[src/rtl/spi_memory_pkg.sv]
// Shared definitions for the SPI memory control FSM: state encoding, output bundle
// and the state-to-output decode used by the registered output stage.
package spi_memory_pkg;

    localparam int   DEFAULT_WIDTH = 8;
    localparam logic RW_READ       = 1'b1;

    typedef enum logic [3:0] {
        IDLE,
        GET_ADDR,
        ADDR_WAIT,
        ADDR_LATCH,
        READ_WAIT,
        READ_LOAD,
        READ_SHIFT,
        WRITE_SHIFT,
        WRITE_WAIT,
        WRITE_MEM,
        DONE
    } state_e;

    typedef struct packed {
        logic address_latch_enable;
        logic parallel_load;
        logic data_mem_write_enable;
        logic miso_buffer_enable;
    } fsm_out_t;

    function automatic fsm_out_t decode_outputs(input state_e s);
        fsm_out_t o;
        o = '0;
        case (s)
            ADDR_LATCH: o.address_latch_enable  = 1'b1;
            READ_LOAD:  o.parallel_load         = 1'b1;
            WRITE_MEM:  o.data_mem_write_enable = 1'b1;
            READ_SHIFT: o.miso_buffer_enable    = 1'b1;
            default:    o = '0;
        endcase
        return o;
    endfunction

    // States in which SCLK rising-edge strobes advance the bit counter.
    function automatic logic counts_sclk(input state_e s);
        return (s == GET_ADDR) || (s == READ_SHIFT) || (s == WRITE_SHIFT);
    endfunction

endpackage

[src/rtl/spi_bit_counter.sv]
// Saturating strobe counter with synchronous clear; terminal_o flags the increment
// that brings the count up to width.
module spi_bit_counter #(
    parameter int width = 8,
    parameter int cnt_w = $clog2(width + 1)
) (
    input  logic             clk,
    input  logic             reset,
    input  logic             clear_i,
    input  logic             inc_i,
    output logic [cnt_w-1:0] count_o,
    output logic             terminal_o
);

    logic [cnt_w-1:0] count_q, count_d;

    always_comb begin
        // NOTE: default assignment first so every path drives count_d; a missing branch would infer a latch.
        count_d = count_q;
        if (clear_i) begin
            count_d = '0;
        end else if (inc_i && (count_q != '1)) begin
            count_d = count_q + 1'b1;
        end
    end

    // NOTE: non-blocking assignments so every register updates from values sampled before the edge.
    always_ff @(posedge clk or posedge reset) begin
        if (reset) begin
            count_q <= '0;
        end else begin
            count_q <= count_d;
        end
    end

    assign count_o    = count_q;
    assign terminal_o = inc_i && (count_q == cnt_w'(width - 1));

endmodule

[src/rtl/spi_memory_fsm.sv]
// Transaction sequencer for the SPI memory peripheral: address + R/W field, then a
// data field, driving address latch, parallel load, memory write and MISO enable.
module spi_memory_fsm
    import spi_memory_pkg::*;
#(
    parameter int width          = DEFAULT_WIDTH,
    parameter int memReadLatency = 1
) (
    input  logic clk,
    input  logic reset,
    input  logic chipSelect,
    input  logic peripheralClkPosEdge,
    input  logic peripheralClkNegEdge,
    input  logic readWriteBit,
    output logic parallelLoad,
    output logic addressLatchEnable,
    output logic dataMemWriteEnable,
    output logic misoBufferEnable
);

    localparam int CNT_MAX = (width > memReadLatency) ? width : memReadLatency;
    localparam int CNT_W   = $clog2(CNT_MAX + 1);

    state_e           state_q, state_d;
    fsm_out_t         out_q, out_d;
    logic [CNT_W-1:0] bit_count;
    logic             field_done;
    logic             count_clear;
    logic             count_inc;

    // READ_WAIT reuses the counter as a clk-cycle timer for the memory read latency.
    assign count_inc   = (counts_sclk(state_q) && peripheralClkPosEdge) || (state_q == READ_WAIT);
    assign count_clear = (state_d != state_q);

    spi_bit_counter #(
        .width (width),
        .cnt_w (CNT_W)
    ) u_bit_counter (
        .clk        (clk),
        .reset      (reset),
        .clear_i    (count_clear),
        .inc_i      (count_inc),
        .count_o    (bit_count),
        .terminal_o (field_done)
    );

    always_ff @(posedge clk or posedge reset) begin
        if (reset) begin
            state_q <= IDLE;
            out_q   <= '0;
        end else begin
            state_q <= state_d;
            out_q   <= out_d;
        end
    end

    always_comb begin
        state_d = state_q;
        case (state_q)
            IDLE:        if (!chipSelect) state_d = GET_ADDR;
            GET_ADDR:    if (field_done) state_d = ADDR_WAIT;
            ADDR_WAIT:   state_d = ADDR_LATCH;
            ADDR_LATCH:  state_d = (readWriteBit == RW_READ) ? READ_WAIT : WRITE_SHIFT;
            READ_WAIT:   if (bit_count == CNT_W'(memReadLatency - 1)) state_d = READ_LOAD;
            READ_LOAD:   state_d = READ_SHIFT;
            // Hold the last bit on MISO through the final SCLK high phase; a coincident posedge wins.
            READ_SHIFT:  if ((bit_count == CNT_W'(width)) && peripheralClkNegEdge
                             && !peripheralClkPosEdge) state_d = DONE;
            WRITE_SHIFT: if (field_done) state_d = WRITE_WAIT;
            WRITE_WAIT:  state_d = WRITE_MEM;
            WRITE_MEM:   state_d = DONE;
            DONE:        state_d = DONE;
            default:     state_d = IDLE;
        endcase
        if ((state_q != IDLE) && chipSelect) begin
            state_d = IDLE;
        end
    end

    // Decoding the next state lets the registered outputs change on the edge that enters a state.
    always_comb begin
        out_d = decode_outputs(state_d);
    end

    assign addressLatchEnable = out_q.address_latch_enable;
    assign parallelLoad       = out_q.parallel_load;
    assign dataMemWriteEnable = out_q.data_mem_write_enable;
    assign misoBufferEnable   = out_q.miso_buffer_enable;

endmodule

[config.mk]
export PLATFORM = sky130hd
export DESIGN_NAME = spi_memory_fsm
export DESIGN_NICKNAME = d
export VERILOG_FILES = /design/src/rtl/spi_memory_pkg.sv /design/src/rtl/spi_bit_counter.sv /design/src/rtl/spi_memory_fsm.sv
export SDC_FILE = /design/constraint.sdc
export NUM_CORES = 1
export LEC_CHECK = 0
export BUFFER_PORTS_ARGS = -buffer_cell sky130_fd_sc_hd__buf_2
export CELL_PAD_IN_SITES_DETAIL_PLACEMENT = 1
export CELL_PAD_IN_SITES_GLOBAL_PLACEMENT = 2
export CORE_MARGIN = 10
export CORE_UTILIZATION = 34
export DETAILED_ROUTE_END_ITERATION = 12
export HOLD_SLACK_MARGIN = 0.03
export PLACE_DENSITY = 0.75
export SLEW_MARGIN = 30
export SYNTH_ARGS = -nofsm -noshare
export SYNTH_HDL_FRONTEND = slang
export SYNTH_SLANG_ARGS = --single-unit
[constraint.sdc]
create_clock -name clk -period 2.3 [get_ports clk]
set_clock_uncertainty 0.15 [all_clocks]
set_input_delay 0.23 -clock clk [delete_from_list [all_inputs] [get_ports clk]]
set_output_delay 0.23 -clock clk [all_outputs]
set_load 0.005 [all_outputs]
==> out/metrics.csv <==
metric,value,unit
drt_pass1_iterations,4,
power-per-cell-area,938.8,nW/um^2
synth_compound_area_share,20.47,%
synth_area_leaders,"dfrtp_1 36%, nor2_1 5.3%, nor3_1 3.6%, nand4b_1 3.1%, a21oi_1 3.0%",
drive_gt1_share,16.67,%
cts_buffer_depth,2,
seqCellArea,300.3,um^2
gp_congestion,0.7107,
cts_sinks,12,
grt-ovfl-total,0,
antenna_found_initial,0,
setup_violations,0,
crit_path_end_kind,flip-flop,
drc,0,
ys_seq_area_share,35.61,%
hp-class,primary input to flip-flop,
rsz0062_at_grt,false,
die_x,69.80,um
synth_top_family_by_area,simple AND/OR/NAND/NOR gates,
vias,763,
area_delta_synth_final,11.57,%
crit_required,2.34,ns
dieArea,4872,um^2
critPathMaxStageDelay,0.58,ns
post-route-util,40.96,%
place_inst,131,
synth_ff_type,dfrtp_1,
worst_path_max_delay_cell,dfrtp_1,
synth-edff-count,0,
die_h,69.80,um
grt_pass1_wl,3629,um
fin_crit_sh,87.66,%
synth_area,843.3,um^2
ant_nets,0,
switching_share,42.06,%
r2r_slack,0.28,ns
numCtsBuffers,3,
vias_per_cell,5.610,
maxCapViolCount,0,
cts_root_buffer,clkbuf_4,
min_period,2.016,ns
num_rows,17,
relSlewSlack,63.42,%
power_frac_clock,18.5,%
synth_xor_area_share,2.077,%
dp_hpwl,1616,um
wirelength,2108,um
status,finished clean,
synth.top_cells.by_count,"12 x dfrtp_1, 12 x nor2_1, 6 x inv_1, 6 x nor3_1",
post_cts_buffers,0,
synthDistinctLibCells,35,
p_sw,371.5,uW
grt_pass1_vias,765,
io_buffers,9,
ys_seq_elements,12,
synthAdderAreaFrac,2.967,%
arrival,2.05,ns
vdd_drop_max,568.8,uV
tightest_slew,0.5488,ns
grt_usage,8.722,%
fin_nets,117,
p_leak,0.3993,nW
avgSynthCellArea,8.605,um^2
holdWs,0.06598,ns
fp.coreArea,2297,um^2
synthCells,98,
initial_utilization,36.71,%
crit_buf_inv,0,
fillers,285,
yosys_warnings,0,
multi_input_area,476.7,um^2
crit_type,flip-flop to flip-flop,
path_clk_slew,0.07,ns
cts_resized,0,
path_max_fanout,18,
synthMuxAreaShare,2.374,%
synth_top_area_share,35.61,%
critPathLaunchType,flip-flop,
p_total,883.3,uW
power_frac_seq,37.1,%
setup_tns,0,ns
crit_family,simple AND/OR/NAND/NOR gates,
cp_cell_sequence,or3b_1 > a31oi_2 > nand2_1 > xnor2_1 > nor3_1,
yosys.area.top_type,dfrtp_1,
clock_latency,0.27,ns
hold_viol_final,0,
io_pins,10,
synth_nets,106,
internal-power,511.8,uW
slew_violations,0,
power.share.combinational,44.4,%
drtIter0Drc,87,
synthSimpleGateAreaFrac,28.64,%
cts_tree,built,
wl_per_cell,15.50,um
ctsHtreeMaxLevel,1,
n_antenna_cell,0,
async_flop_share,100.0,%
grt_max_degree,19,
stdcell_count,136,
max_freq,496.0,MHz
-- worst reg2reg max path, delay by kind of cell (launching register included) --
kind | cells | cell delay [ns]
flip-flops | 1 | 0.58
AO/OA/AOI/OAI | 1 | 0.25
XOR/XNOR | 1 | 0.15
AND/OR/NAND/NOR | 3 | 0.79
-- power by group through the flow --
| stage | Clock, mW | Combinational, mW | Sequential, mW |
|---|---|---|---|
| 2_1_floorplan | 0 | 0.375 | 0.264 |
| 3_3_place_gp | 0 | 0.386 | 0.333 |
| 3_5_place_dp | 0 | 0.393 | 0.332 |
| 4_1_cts | 0.170 | 0.397 | 0.326 |
| 5_1_grt | 0.184 | 0.432 | 0.342 |
| 6_report | 0.163 | 0.392 | 0.328 |
-- cell type report --
type,count,area share (%)
multi-input cells,74,50.66
flip-flops and latches,12,31.91
repair buffers,12,7.447
clock buffers,4,3.856
well taps,28,3.723
inverters,6,2.394
-- metal layers --
| metal | GRT usage (%) | vias to the layer above | routed length, um |
|---|---|---|---|
| li1 | - | 374 | - |
| met1 | 11.41 | 378 | 1025 |
| met2 | 12.89 | 7 | 995 |
| met3 | 1.854 | 4 | 52 |
| met4 | 4.565 | 0 | 34 |
| met5 | 0 | - | 0 |
-- sequential cells by signal, indices dropped and copies added, names as in the netlist --
register,cells
misoBufferEnable,1
u_bit_counter.count_o,4
parallelLoad,1
state_q,4
dataMemWriteEnable,1
addressLatchEnable,1
-- cells by family (layout without fill, tap and decap cells) --
kind of cell	after synthesis	in the layout
simple gates	43	43
flops	12	12
fa+ha+maj	2	2
xor+xnor	2	2
mux	2	2
buf+inv	12	22
compound gates	25	25
-- placed cells by master (no fill, tap or decap), drive strengths merged, types with 3 or more instances in the layout --
master  instances
nor2           12
dfrtp          12
buf            11
nor3            7
inv             6
nand2           5
a21oi           5
o21ai           5
nand3           4
clkbuf          4
nand2b          3
nand4b          3
a31oi           3
-- per-stage QoR --
step | setup slack, ns | instance area (um^2)
after floorplan | 0.6265 | 843.3
after global placement | 0.3340 | 894.6
after detailed placement | 0.2666 | 894.6
after CTS | 0.2388 | 940.9
after global routing | 0.1112 | 940.9
final | 0.2839 | 940.9
-- worst paths after layout --
path / start / end / cells after the start
max in group asynchronous: reset / state_q[0]$_DFF_PP0_ / 3
worst min register to register: u_bit_counter.count_o[2]$_DFFE_PP0P_ / u_bit_counter.count_o[2]$_DFFE_PP0P_ / 2
worst max-delay path: state_q[1]$_DFF_PP0_ / u_bit_counter.count_o[0]$_DFFE_PP0P_ / 5
worst min-delay path: chipSelect / addressLatchEnable$_DFF_PP0_ / 2
min in group asynchronous: reset / u_bit_counter.count_o[1]$_DFFE_PP0P_ / 3
worst max register to register: state_q[1]$_DFF_PP0_ / u_bit_counter.count_o[0]$_DFFE_PP0P_ / 5
-- repair_timing --
action	4_1_cts	5_1_grt
endpoints found under the hold margin	12	0
endpoints found under the setup margin	0	0
hold buffers	1	0
Power figures use the tool's default switching activity.
